==> config.mk <==
export PLATFORM = sky130hd
export DESIGN_NAME = byte_serial_add_ctrl_flat
export DESIGN_NICKNAME = d
export VERILOG_FILES = /design/src/rtl/byte_serial_add_ctrl_pkg.sv /design/src/rtl/byte_serial_add_ctrl_if.sv /design/src/rtl/byte_add8.sv /design/src/rtl/byte_serial_add_ctrl.sv /design/src/flat_wrapper.sv
export SDC_FILE = /design/constraint.sdc
export NUM_CORES = 1
export LEC_CHECK = 0
export ABC_AREA = 1
export CAP_MARGIN = 5
export CORE_MARGIN = 2
export CORE_UTILIZATION = 40
export CTS_CLUSTER_DIAMETER = 120
export CTS_CLUSTER_SIZE = 30
export DETAILED_ROUTE_END_ITERATION = 6
export PLACE_DENSITY = 0.72
export SYNTH_ARGS = -nofsm -noshare
export SYNTH_HDL_FRONTEND = slang
export SYNTH_SLANG_ARGS = --single-unit
==> constraint.sdc <==
create_clock -name clk -period 5.7 [get_ports clk]
set_input_delay 0.855 -clock clk [delete_from_list [all_inputs] [get_ports clk]]
set_output_delay 0.855 -clock clk [all_outputs]
set_load 0.05 [all_outputs]
==> src/rtl/byte_serial_add_ctrl_pkg.sv <==
// adder_ctrl_pkg: constants and the state encoding shared by the byte-serial
// adder sequencer and its 8-bit adder slice.
//   BYTE_W  width of the time-shared adder slice
//   state_t FSM encoding (ST_IDLE = 1'b0, ST_RUN = 1'b1)
// Optional feature macro used by the files that import this package: SUBTRACT_EN.
package adder_ctrl_pkg;

  localparam int BYTE_W = 8;

  typedef enum logic {
    ST_IDLE = 1'b0,
    ST_RUN  = 1'b1
  } state_t;

endpackage

==> src/rtl/byte_serial_add_ctrl_if.sv <==
// byte_serial_add_ctrl_if: start/busy/done handshake plus operand and result
// buses between the issuing control logic (master) and the sequencer (slave).
//   start, a, b, cin, sub(SUBTRACT_EN only)  master -> slave
//   busy, done, sum, cout, ovf               slave  -> master
// Macro: SUBTRACT_EN adds the sub signal.
interface byte_serial_add_ctrl_if #(
  parameter int NBYTES = 4
);
  localparam int W = 8 * NBYTES;

  logic         start;
  logic [W-1:0] a;
  logic [W-1:0] b;
  logic         cin;
`ifdef SUBTRACT_EN
  logic         sub;
`endif
  logic         busy;
  logic         done;
  logic [W-1:0] sum;
  logic         cout;
  logic         ovf;

`ifdef SUBTRACT_EN
  modport master (output start, a, b, cin, sub,
                  input  busy, done, sum, cout, ovf);
  modport slave  (input  start, a, b, cin, sub,
                  output busy, done, sum, cout, ovf);
`else
  modport master (output start, a, b, cin,
                  input  busy, done, sum, cout, ovf);
  modport slave  (input  start, a, b, cin,
                  output busy, done, sum, cout, ovf);
`endif

endinterface

==> src/rtl/byte_add8.sv <==
// byte_add8: combinational 8-bit ripple-carry adder slice.
//   a, b  in   8  addend bytes
//   ci    in   1  carry in
//   s     out  8  sum byte
//   co    out  1  carry out of bit 7
module byte_add8
  import adder_ctrl_pkg::*;
(
  input  logic [BYTE_W-1:0] a,
  input  logic [BYTE_W-1:0] b,
  input  logic              ci,
  output logic [BYTE_W-1:0] s,
  output logic              co
);

  always_comb begin
    logic c;
    c = ci;
    s = '0;
    for (int i = 0; i < BYTE_W; i++) begin
      s[i] = a[i] ^ b[i] ^ c;
      c    = (a[i] & b[i]) | (c & (a[i] ^ b[i]));
    end
    co = c;
  end

endmodule

==> src/rtl/byte_serial_add_ctrl.sv <==
// byte_serial_add_ctrl: adds two NBYTES-wide operands one byte per clock,
// LSB first, through a single shared byte_add8 slice and a carry register.
//   clk    in  single clock, rising edge
//   rst_n  in  asynchronous active-low reset
//   bus    slave modport of byte_serial_add_ctrl_if
//          (start/a/b/cin[/sub] in; busy/done/sum/cout/ovf out)
// Macro: SUBTRACT_EN enables bus.sub (A-B via ~b and forced carry-in of 1).
//
// state   | meaning
// --------+---------------------------------------------------------
// ST_IDLE | waiting for start; sum/cout/ovf hold the last result
// ST_RUN  | one byte added per edge at idx; leaves after idx NBYTES-1
module byte_serial_add_ctrl
  import adder_ctrl_pkg::*;
#(
  parameter int NBYTES = 4
) (
  input  logic                  clk,
  input  logic                  rst_n,
  byte_serial_add_ctrl_if.slave bus
);

  localparam int W    = BYTE_W * NBYTES;
  localparam int IDXW = (NBYTES > 1) ? $clog2(NBYTES) : 1;
  localparam logic [IDXW-1:0] IDX_LAST = IDXW'(NBYTES - 1);

  state_t            state_q, state_d;
  logic [IDXW-1:0]   idx_q;
  logic              carry_q;
  logic [W-1:0]      op_a_q;
  logic [W-1:0]      op_b_q;
  logic [W-1:0]      sum_q;
  logic              cout_q;
  logic              ovf_q;
  logic              done_q;

  logic              accept;
  logic              last;
  logic [W-1:0]      b_eff;
  logic              c_init;
  logic [BYTE_W-1:0] slice_a;
  logic [BYTE_W-1:0] slice_b;
  logic [BYTE_W-1:0] slice_s;
  logic              slice_co;

  // The effective B operand is stored, so the overflow test below compares
  // against what was actually added (for subtraction that is ~b).
`ifdef SUBTRACT_EN
  assign b_eff  = bus.sub ? ~bus.b : bus.b;
  assign c_init = bus.sub ? 1'b1 : bus.cin;
`else
  assign b_eff  = bus.b;
  assign c_init = bus.cin;
`endif

  always_ff @(posedge clk or negedge rst_n) begin
    if (!rst_n) state_q <= ST_IDLE;
    else        state_q <= state_d;
  end

  always_comb begin
    state_d = state_q;
    accept  = 1'b0;
    last    = 1'b0;
    case (state_q)
      ST_IDLE: begin
        if (bus.start) begin
          state_d = ST_RUN;
          accept  = 1'b1;
        end
      end
      ST_RUN: begin
        if (idx_q == IDX_LAST) begin
          state_d = ST_IDLE;
          last    = 1'b1;
        end
      end
      default: state_d = ST_IDLE;
    endcase
  end

  assign slice_a = op_a_q[BYTE_W*idx_q +: BYTE_W];
  assign slice_b = op_b_q[BYTE_W*idx_q +: BYTE_W];

  byte_add8 u_slice (
    .a  (slice_a),
    .b  (slice_b),
    .ci (carry_q),
    .s  (slice_s),
    .co (slice_co)
  );

  always_ff @(posedge clk or negedge rst_n) begin
    if (!rst_n) begin
      idx_q   <= '0;
      carry_q <= 1'b0;
      op_a_q  <= '0;
      op_b_q  <= '0;
      sum_q   <= '0;
      cout_q  <= 1'b0;
      ovf_q   <= 1'b0;
      done_q  <= 1'b0;
    end else begin
      done_q <= last;
      if (accept) begin
        op_a_q  <= bus.a;
        op_b_q  <= b_eff;
        carry_q <= c_init;
        idx_q   <= '0;
      end else if (state_q == ST_RUN) begin
        sum_q[BYTE_W*idx_q +: BYTE_W] <= slice_s;
        carry_q <= slice_co;
        if (last) begin
          cout_q <= slice_co;
          // slice_s[BYTE_W-1] is the result sign bit being written this edge
          ovf_q  <= (op_a_q[W-1] == op_b_q[W-1]) &&
                    (slice_s[BYTE_W-1] != op_a_q[W-1]);
        end else begin
          idx_q <= idx_q + 1'b1;
        end
      end
    end
  end

  assign bus.busy = (state_q == ST_RUN);
  assign bus.done = done_q;
  assign bus.sum  = sum_q;
  assign bus.cout = cout_q;
  assign bus.ovf  = ovf_q;

endmodule
==> src/flat_wrapper.sv <==
// flat-port wrapper written by rule: the top's interface ports become plain ports
module byte_serial_add_ctrl_flat import adder_ctrl_pkg::*;
#(
  parameter int NBYTES = 4
)
  (clk, rst_n, bus_start, bus_a, bus_b, bus_cin, bus_busy, bus_done, bus_sum, bus_cout, bus_ovf);
  byte_serial_add_ctrl_if #(.NBYTES(NBYTES)) bus_i ();
  input  logic clk;
  input  logic rst_n;
  input wire logic [$bits(bus_i.start)-1:0] bus_start;
  input wire logic [$bits(bus_i.a)-1:0] bus_a;
  input wire logic [$bits(bus_i.b)-1:0] bus_b;
  input wire logic [$bits(bus_i.cin)-1:0] bus_cin;
  output wire logic [$bits(bus_i.busy)-1:0] bus_busy;
  output wire logic [$bits(bus_i.done)-1:0] bus_done;
  output wire logic [$bits(bus_i.sum)-1:0] bus_sum;
  output wire logic [$bits(bus_i.cout)-1:0] bus_cout;
  output wire logic [$bits(bus_i.ovf)-1:0] bus_ovf;
  assign bus_i.start = bus_start;
  assign bus_i.a = bus_a;
  assign bus_i.b = bus_b;
  assign bus_i.cin = bus_cin;
  assign bus_busy = bus_i.busy;
  assign bus_done = bus_i.done;
  assign bus_sum = bus_i.sum;
  assign bus_cout = bus_i.cout;
  assign bus_ovf = bus_i.ovf;
  byte_serial_add_ctrl #(.NBYTES(NBYTES)) u_core (.clk(clk), .rst_n(rst_n), .bus(bus_i));
endmodule
==> results of run 1 <==
-- worst paths after layout --
path	from	to	slack (ns)	cells after the start
min in group asynchronous	rst_n	u_core.op_a_q[30]	0.51	1
max in group asynchronous	rst_n	u_core.idx_q[0]	4.03	2
worst max-delay path	u_core.idx_q[1]	u_core.bus.sum[31]	1.16	19
worst min-delay path	u_core.op_b_q[10]	u_core.op_b_q[10]	0.48	2
worst max register to register	u_core.idx_q[1]	u_core.bus.sum[31]	1.16	19
worst min register to register	u_core.op_b_q[10]	u_core.op_b_q[10]	0.48	2
-- power by group through the flow --
stage	logic [W]	clock network, W	registers [W]
finish	0.00203	0.000625	0.00125
CTS	0.00204	0.000634	0.00125
detailed placement	0.00204	0	0.00126
floorplan	0.00113	0	0.00150
global route	0.00228	0.000658	0.00129
global placement	0.00200	0	0.00126
-- critical path, cell delays in order, from the launching register on --
cell and delay, ns:
dfrtp_1 0.32, buf_4 0.23, clkinv_1 0.50, nand3_1 0.25, nand2_1 0.09, fa_1 0.41, fa_1 0.40, fa_1 0.37
inv_1 0.08, fa_1 0.18, fa_1 0.16, inv_1 0.05, fa_1 0.35, inv_1 0.09, fa_1 0.18, fa_1 0.45
inv_1 0.09, nor2_1 0.06, nand2_1 0.07, o21ai_0 0.07
-- routing by layer --
metal | vias up | wire length (um) | global-route usage, %
li1 | 1976 | - | -
met1 | 1886 | 5000 | 25.4
met2 | 121 | 5520 | 31.0
met3 | 13 | 703 | 4.18
met4 | 0 | 112 | 4.39
met5 | - | 0 | 0
-- stage by stage --
step                      total power [W]  area (um^2)  cells  util (%)
after floorplan                   0.00262         4730    575         -
after global placement            0.00326         5830    799      50.8
after detailed placement          0.00330         5830    799      50.8
after CTS                         0.00392         6130    815      53.5
after global routing              0.00423         6130    815      53.5
final                             0.00391         6130    815      53.5
-- cell type report --
cell class | count | area, um^2
Fill cell | 1109 | 5340
Sequential cell | 103 | 2580
Multi-Input combinational cell | 412 | 1880
Timing Repair Buffer | 107 | 1060
Clock buffer | 9 | 225
Tap cell | 143 | 179
Inverter | 34 | 128
Clock inverter | 7 | 80.1
-- registers in the layout, summed over array words and instances (netlist names) --
name             flops
u_core.op_a_q       32
u_core.bus.ovf       1
u_core.bus.done      1
u_core.bus.sum      32
u_core.bus.cout      1
u_core.op_b_q       32
u_core.idx_q         2
u_core.carry_q       1
u_core.bus.busy      1
-- Yosys cell counts --
master	instances
buf_6	3
nand2_2	2
inv_1	31
fa_1	8
nand2_1	294
nor2_1	6
o21ai_0	50
nand3_1	37
clkbuf_1	2
dfrtp_1	103
inv_2	2
nor2_8	1
buf_2	18
nor2_2	1
buf_1	3
o211ai_1	8
clkinv_1	1
ha_1	5
-- cell families (layout without fill, tap and decap cells) --
| family | after synthesis | in the layout | synth area share (%) |
|---|---|---|---|
| adders and majority gates | 13 | 13 | 4.71 |
| AOI/OAI and AO/OA | 58 | 58 | 6.56 |
| buffers and inverters | 60 | 157 | 5.71 |
| DFF | 103 | 103 | 54.5 |
| and+or+nand+nor | 341 | 341 | 28.5 |
==> out/qor.yml, run 1 <==
fp.dieW_um: 113
ctsHoldBuffers: 0
vias_per_cell: 4.90
layout_common_cells: "nand2_1, clkdlybuf4s50_1, dfrtp_1, o21ai_0, nand3_1"
gr-usage-all-layers_pct: 18.7
die_area_mm2: 0.0127
yosysTopAreaCellShare_pct: 54.5
worstSetupPathType: "reg2reg"
grt_antenna_before_repair: 0
post-cts-setup-buffers: 0
syn_to_final_growth_pct: 29.6
place_ws_ns: 1.19
syn-instance-count: 575
worst_ep_arrival_time_ns: 4.75
ys_types: 18
p_comb_share_pct: 52.0
p_sw_w: 0.00185
htreeDepth: 3
initialDrtViolationCount: 265
drc_errors: 0
pin_count: 104
num_rows: 39
p_clk_share_pct: 16.0
path_clk_slew_ns: 0.08
period_share_pct: 79.6
die_y_um: 113
hp-class: "reg2reg"
drive_above_1_share_pct: 4.17
grt_start_max_net_pins: 58
peakVddDrop_mv: 0.362
hold_violations: 0
tightest_slew_ns: 0.738
post_drt_wl_per_cell_um: 13.9
start_util_pct: 41.3
root_buffer: "clkbuf_16"
fin_ws_ns: 1.16
drv_slew: 0
finalWeightedCongestion: 0.855
grt_first_pass_wirelength_um: 19200
synth_seq_cells: 103
io_buffer_count: 103
slew_headroom_pct: 50.8
timing.final.crit_period_ns: 4.54
synth_top_area_cell: "dfrtp_1"
ant_nets: 0
crit_required_ns: 5.91
coreArea_mm2: 0.0115
setup_viol_count_final: 0
cts_buffer_depth: 2
finClkSkew_ns: 0.0114
timing.max_cap.violations: 0
switching_share_pct: 47.4
drt-total-wl_um: 11300
clk_latency_ns: 0.35
grt_overflow: 0
dp_hpwl_um: 8500
tns_ns: 0
status: "complete, no violations"
fin_nets: 748
p_int_w: 0.00206
ys_seq_area_share_pct: 54.5
p_per_area_mw_per_mm2: 637
crit_fanout: 20
synth_area_mm2: 0.00473
grt_pass1_vias: 3992
p_leak_nw: 3.01
firstDrtPassIters: 4
insertedDiodeCount: 0
final_common_cell: "nand2_1"
fmax_ghz: 0.220
rsz0062_at_grt: "no"
clock_sinks: 103
via_count: 3996
whs_ns: 0.477
p_seq_share_pct: 32.0
synth.avg_cell_area_um2: 8.23
startpoint_type: "flip-flop"
cts_tree: "done"
end_kind: "flip-flop"
ys_warn_count: 0
post_cts_resized: 0
syn-num-nets: 656
cts_made_buffers: 9
netlist_top_cells_area: "dfrtp_1, nand2_1, o21ai_0, nand3_1, fa_1"
(Power assumes the default switching activity.)
==> inputs of run 2 (changes only) <==
- clock period: 5.7 -> 4.7 ns (I/O delays scaled with it)
==> out/qor.yml, run 2 (synthesis gave the netlist of run 1 again) <==
status: "complete, no violations"  # unchanged
post-cts-setup-buffers: 0  # unchanged
slew_headroom_pct: 51.3  # was 50.8%
gr-usage-all-layers_pct: 19.4  # was 18.7%
fmax_ghz: 0.235  # was 0.220 GHz
vias_per_cell: 4.96  # was 4.90
worstRegToRegCells: 18  # was 19
pin_count: 104  # unchanged
syn_to_final_growth_pct: 29.4  # was 29.6%
finalWeightedCongestion: 0.871  # was 0.855
period_share_pct: 90.4  # was 79.6%
final_common_cell: "nand2_1"  # unchanged
crit_top_cell: "fa_1"  # unchanged
ctsHoldBuffers: 0  # unchanged
worst_ep_arrival_time_ns: 4.45  # was 4.75 ns
slowest_delay_ns: 0.55  # was 0.50 ns
fill_cells: 1063  # was 1109
ant_nets: 0  # unchanged
worstSetupPathType: "reg2reg"  # unchanged
timing.max_cap.violations: 0  # unchanged
dp_cells: 800  # was 799
tns_ns: 0  # unchanged
coreArea_mm2: 0.0115  # unchanged
crit_chain: "clkinv_1 > nand3_1 > nand2_1 > fa_1 > fa_1 > fa_1 > inv_1 > fa_1 > fa_1 > inv_1 > fa_1 > inv_1 > fa_1 > fa_1 > inv_1 > nor2_1 > nand2_1 > o21ai_0"  # was buf_4 > clkinv_1 > nand3_1 > nand2_1 > fa_1 > fa_1 > fa_1 > inv_1 > fa_1 > fa_1 > inv_1 > fa_1 > inv_1 > fa_1 > fa_1 > inv_1 > nor2_1 > nand2_1 > o21ai_0
htreeDepth: 3  # unchanged
num_rows: 39  # unchanged
clk_latency_ns: 0.34  # was 0.35 ns
cts_tree: "done"  # unchanged
p_total_w: 0.00472  # was 0.00391 W
finClkSkew_ns: 0.00650  # was 0.0114 ns
fp.dieW_um: 113  # unchanged
crit_fanout: 11  # was 20
fin_nets: 749  # was 748
cts_buffer_depth: 2  # unchanged
place_ws_ns: 0.532  # was 1.19 ns
setup_viol_count_final: 0  # unchanged
io_buffer_count: 103  # unchanged
initialDrtViolationCount: 265  # unchanged
tightest_slew_ns: 0.730  # was 0.738 ns
via_count: 4051  # was 3996
root_buffer: "clkbuf_16"  # unchanged
timing.final.crit_period_ns: 4.25  # was 4.54 ns
drv_slew: 0  # unchanged
grt_first_pass_wirelength_um: 19800  # was 19200 um
p_leak_nw: 3.01  # about the same
hold_violations: 0  # unchanged
path_clk_slew_ns: 0.07  # was 0.08 ns
hp-class: "in2async"  # was reg2reg
dp_hpwl_um: 8700  # was 8500 um
end_kind: "flip-flop"  # unchanged
firstDrtPassIters: 6  # was 4
post_drt_wl_per_cell_um: 14.2  # was 13.9 um
cts_made_buffers: 9  # unchanged
grt_start_max_net_pins: 82  # was 58
die_area_mm2: 0.0127  # unchanged
crit_required_ns: 4.91  # was 5.91 ns
p_per_area_mw_per_mm2: 771  # was 637 mW/mm^2
clock_sinks: 103  # unchanged
crit_buf_inv: 5  # was 6
start_util_pct: 41.3  # unchanged
post_cts_resized: 0  # unchanged
drive_above_1_share_pct: 4.16  # was 4.17%
crit_family: "adder cells"  # unchanged
rr_startpoint: "u_core.idx_q[1]"  # unchanged
stdcell_count: 816  # was 815
grt_antenna_before_repair: 0  # unchanged
fin_ws_ns: 0.454  # was 1.16 ns
grt_pass1_vias: 4099  # was 3992
die_y_um: 113  # unchanged
critPathSlowestCell: "dfrtp_1"  # was clkinv_1
grt_overflow: 0  # unchanged
drt-total-wl_um: 11600  # was 11300 um
r2r_end: "u_core.bus.sum[15]"  # was u_core.bus.sum[31]
startpoint_type: "flip-flop"  # unchanged
layout_common_cells: "nand2_1, clkdlybuf4s50_1, dfrtp_1, o21ai_0, nand3_1"  # unchanged
drc_errors: 0  # unchanged
rsz0062_at_grt: "no"  # unchanged
reg2reg_setup_slack_ns: 0.45  # was 1.16 ns
peakVddDrop_mv: 0.523  # was 0.362 mV
insertedDiodeCount: 0  # unchanged
[run 2: cell count changes in the layout (fill, tap and decap cells not counted), sizes merged]
cell / delta
buf: +1
bufinv: -1
clkbuf: +3
clkinv: -1
inv: -1
[run 2: layer usage]
| metal | GRT usage, % | wire length [um] | up-vias |
|---|---|---|---|
| met5 | 0 | 0 | - |
| met3 | 3.59 | 656 | 26 |
| met4 | 6.67 | 301 | 0 |
| li1 | - | - | 1975 |
| met1 | 26.8 | 5170 | 1905 |
| met2 | 31.0 | 5490 | 145 |
[run 2: area by class of cell]
cell class | instances | area [um^2] | area share (%)
Timing Repair Buffer | 108 | 1070 | 17.4
Sequential cell | 103 | 2580 | 42.1
Inverter | 34 | 128 | 2.09
Tap cell | 143 | 179 | 2.92
Clock buffer | 12 | 256 | 4.19
Multi-Input combinational cell | 412 | 1880 | 30.8
Clock inverter | 4 | 28.8 | 0.470
[run 2: per-stage QoR]
| stage | cell area, um^2 | hold WS (ns) | util (%) |
|---|---|---|---|
| after floorplan | 4730 | 0.409 | - |
| after global placement | 5830 | 0.458 | 50.9 |
| after detailed placement | 5830 | 0.459 | 50.9 |
| after CTS | 6120 | 0.412 | 53.4 |
| after global routing | 6120 | 0.437 | 53.4 |
| final | 6120 | 0.386 | 53.4 |
[run 2: how the worst max path moves through the flow]
stage          cells past startpoint            start  slack (ns)                 end
3_3_place_gp                      18  u_core.idx_q[1]        0.64  u_core.bus.sum[15]
3_5_place_dp                      19  u_core.idx_q[0]        0.53  u_core.bus.sum[15]
2_1_floorplan                     20  u_core.idx_q[0]        0.71  u_core.bus.sum[15]
4_1_cts                           18  u_core.idx_q[1]        0.51  u_core.bus.sum[15]
5_1_grt                           18  u_core.idx_q[1]        0.22  u_core.bus.sum[31]
6_report                          18  u_core.idx_q[1]        0.45  u_core.bus.sum[15]
[run 2: power breakdown]
group	internal, W	leakage (nW)	total, W	switching [W]
clock network	0.000389	0.135	0.000704	0.000315
registers	0.00127	1.32	0.00155	0.000276
logic	0.000814	1.56	0.00247	0.00165
[run 2: worst reg2reg max path, cell delays in order, from the launching register on]
cell and delay, ns:
dfrtp_1 0.55, clkinv_1 0.31, nand3_1 0.16, nand2_1 0.08, fa_1 0.41, fa_1 0.40
fa_1 0.36, inv_1 0.08, fa_1 0.19, fa_1 0.16, inv_1 0.05, fa_1 0.36
inv_1 0.08, fa_1 0.18, fa_1 0.45, inv_1 0.09, nor2_1 0.05, nand2_1 0.07
o21ai_0 0.07
==> inputs of run 3 (changes only) <==
- GPL_TIMING_DRIVEN: unset -> 0
==> out/qor.yml, run 3 (synthesis gave the netlist of run 1 again) <==
cts_made_buffers: 9  # unchanged
critPathLaunch: "u_core.idx_q[0]"  # was u_core.idx_q[1]
post-cts-setup-buffers: 0  # unchanged
cts_buffer_depth: 2  # unchanged
timing.max_cap.violations: 0  # unchanged
clk_latency_ns: 0.34  # about the same
ant_nets: 0  # unchanged
grt_overflow: 0  # unchanged
crit_fanout: 10  # was 11
finClkSkew_ns: 0.00549  # was 0.00650 ns
tightest_slew_ns: 0.662  # was 0.730 ns
dp_hpwl_um: 9290  # was 8700 um
worst_ep_arrival_time_ns: 4.64  # was 4.45 ns
root_buffer: "clkbuf_16"  # unchanged
fin_ws_ns: 0.270  # was 0.454 ns
gr-usage-all-layers_pct: 20.2  # was 19.4%
fp.dieW_um: 113  # unchanged
startpoint_type: "flip-flop"  # unchanged
rr_startpoint: "u_core.idx_q[0]"  # was u_core.idx_q[1]
p_clk_share_pct: 16.6  # was 14.9%
grt_first_pass_wirelength_um: 20300  # was 19800 um
end_kind: "flip-flop"  # unchanged
cts_tree: "done"  # unchanged
ctsHoldBuffers: 0  # unchanged
die_area_mm2: 0.0127  # unchanged
layout_common_cells: "nand2_1, clkdlybuf4s50_1, dfrtp_1, o21ai_0, nand3_1"  # unchanged
grt_pass1_vias: 4218  # was 4099
drc_errors: 0  # unchanged
switching_share_pct: 47.0  # was 47.5%
hold_violations: 0  # unchanged
p_total_w: 0.00491  # was 0.00472 W
start_util_pct: 41.3  # unchanged
status: "complete, no violations"  # unchanged
slew_headroom_pct: 55.9  # was 51.3%
r2r_end: "u_core.bus.sum[31]"  # was u_core.bus.sum[15]
initialDrtViolationCount: 233  # was 265
path_clk_slew_ns: 0.07  # about the same
grt_start_max_net_pins: 55  # was 82
clock_sinks: 103  # unchanged
pin_count: 104  # unchanged
p_per_area_mw_per_mm2: 780  # was 771 mW/mm^2
setup_viol_count_final: 0  # unchanged
fmax_ghz: 0.226  # was 0.235 GHz
whs_ns: 0.385  # was 0.386 ns
timing.final.crit_period_ns: 4.43  # was 4.25 ns
drive_above_1_share_pct: 6.77  # was 4.16%
coreArea_mm2: 0.0115  # unchanged
tns_ns: 0  # unchanged
p_sw_w: 0.00231  # was 0.00224 W
rsz0062_at_grt: "no"  # unchanged
worstSetupPathType: "reg2reg"  # unchanged
syn_to_final_growth_pct: 33.1  # was 29.4%
drt-total-wl_um: 12300  # was 11600 um
post_cts_resized: 0  # unchanged
drv_slew: 0  # unchanged
firstDrtPassIters: 5  # was 6
grt_antenna_before_repair: 0  # unchanged
final_util_pct: 54.9  # was 53.4%
die_y_um: 113  # unchanged
num_rows: 39  # unchanged
insertedDiodeCount: 0  # unchanged
io_buffer_count: 103  # unchanged
fin_nets: 770  # was 749
period_share_pct: 94.3  # was 90.4%
crit_required_ns: 4.91  # about the same
htreeDepth: 3  # unchanged
finalWeightedCongestion: 0.849  # was 0.871
vias_per_cell: 4.96  # about the same
place_ws_ns: 0.0945  # was 0.532 ns
p_int_w: 0.00260  # was 0.00247 W
p_comb_share_pct: 53.0  # was 52.3%
final_common_cell: "nand2_1"  # unchanged
p_leak_nw: 3.12  # was 3.01 nW
p_seq_share_pct: 30.5  # was 32.8%
worstRegToRegCells: 20  # was 18
reg2reg_setup_slack_ns: 0.27  # was 0.45 ns
hp-class: "in2async"  # unchanged
post_drt_wl_per_cell_um: 14.7  # was 14.2 um
peakVddDrop_mv: 0.527  # was 0.523 mV
via_count: 4148  # was 4051
## run 3: how the worst max path moves through the flow
stage          slack [ns]                  to  cells past startpoint
4_1_cts              0.08  u_core.bus.sum[31]                     20
5_1_grt              0.05  u_core.bus.sum[31]                     20
6_report             0.27  u_core.bus.sum[31]                     20
2_1_floorplan        0.71  u_core.bus.sum[15]                     20
3_5_place_dp         0.09  u_core.bus.sum[31]                     20
3_3_place_gp        -0.74   u_core.op_a_q[26]                      1
## run 3: critical path, stage by stage, from the launching register on
cell and delay (ns):
dfrtp_2 0.44, clkbuf_4 0.24, clkbuf_4 0.24, nand2_1 0.11, nand3_1 0.09, nand2_1 0.09
fa_1 0.42, fa_1 0.40, fa_1 0.37, inv_1 0.08, fa_1 0.20, fa_1 0.17
inv_1 0.05, fa_1 0.36, inv_1 0.08, fa_1 0.18, fa_1 0.46, inv_1 0.10
nor2_1 0.06, nand2_1 0.07, o21ai_0 0.10
## run 3: power by group through the flow
stage                     Sequential, W  Clock [W]  Combinational (W)
after global placement          0.00149          0            0.00254
after global routing            0.00154   0.000852            0.00289
after detailed placement        0.00151          0            0.00259
after CTS                       0.00150   0.000821            0.00260
after floorplan                 0.00181          0            0.00137
final                           0.00150   0.000814            0.00260
## run 3: cell type report
class                      instances  area (um^2)
fill                            1094         5170
sequential                       103         2580
multi-input combinational        412         1880
timing repair buffer             104         1060
clock buffer                       9          225
tap                              143          179
buffer                            25          145
inverter                          34          128
clock inverter                     7          104
## run 3: per-stage QoR
stage                     instances  area [um^2]
after global placement          821         5940
final                           837         6300
after CTS                       838         6290
after floorplan                 575         4730
after detailed placement        822         5970
after global routing            837         6300
## run 3: metal layers
metal	vias to the layer above	part of all wire [%]	global-route usage, %
met5	-	0	0
met4	0	1.9	6.02
met3	19	5.4	3.21
met2	135	48	34.2
met1	1978	44	26.9
li1	2016	-	-
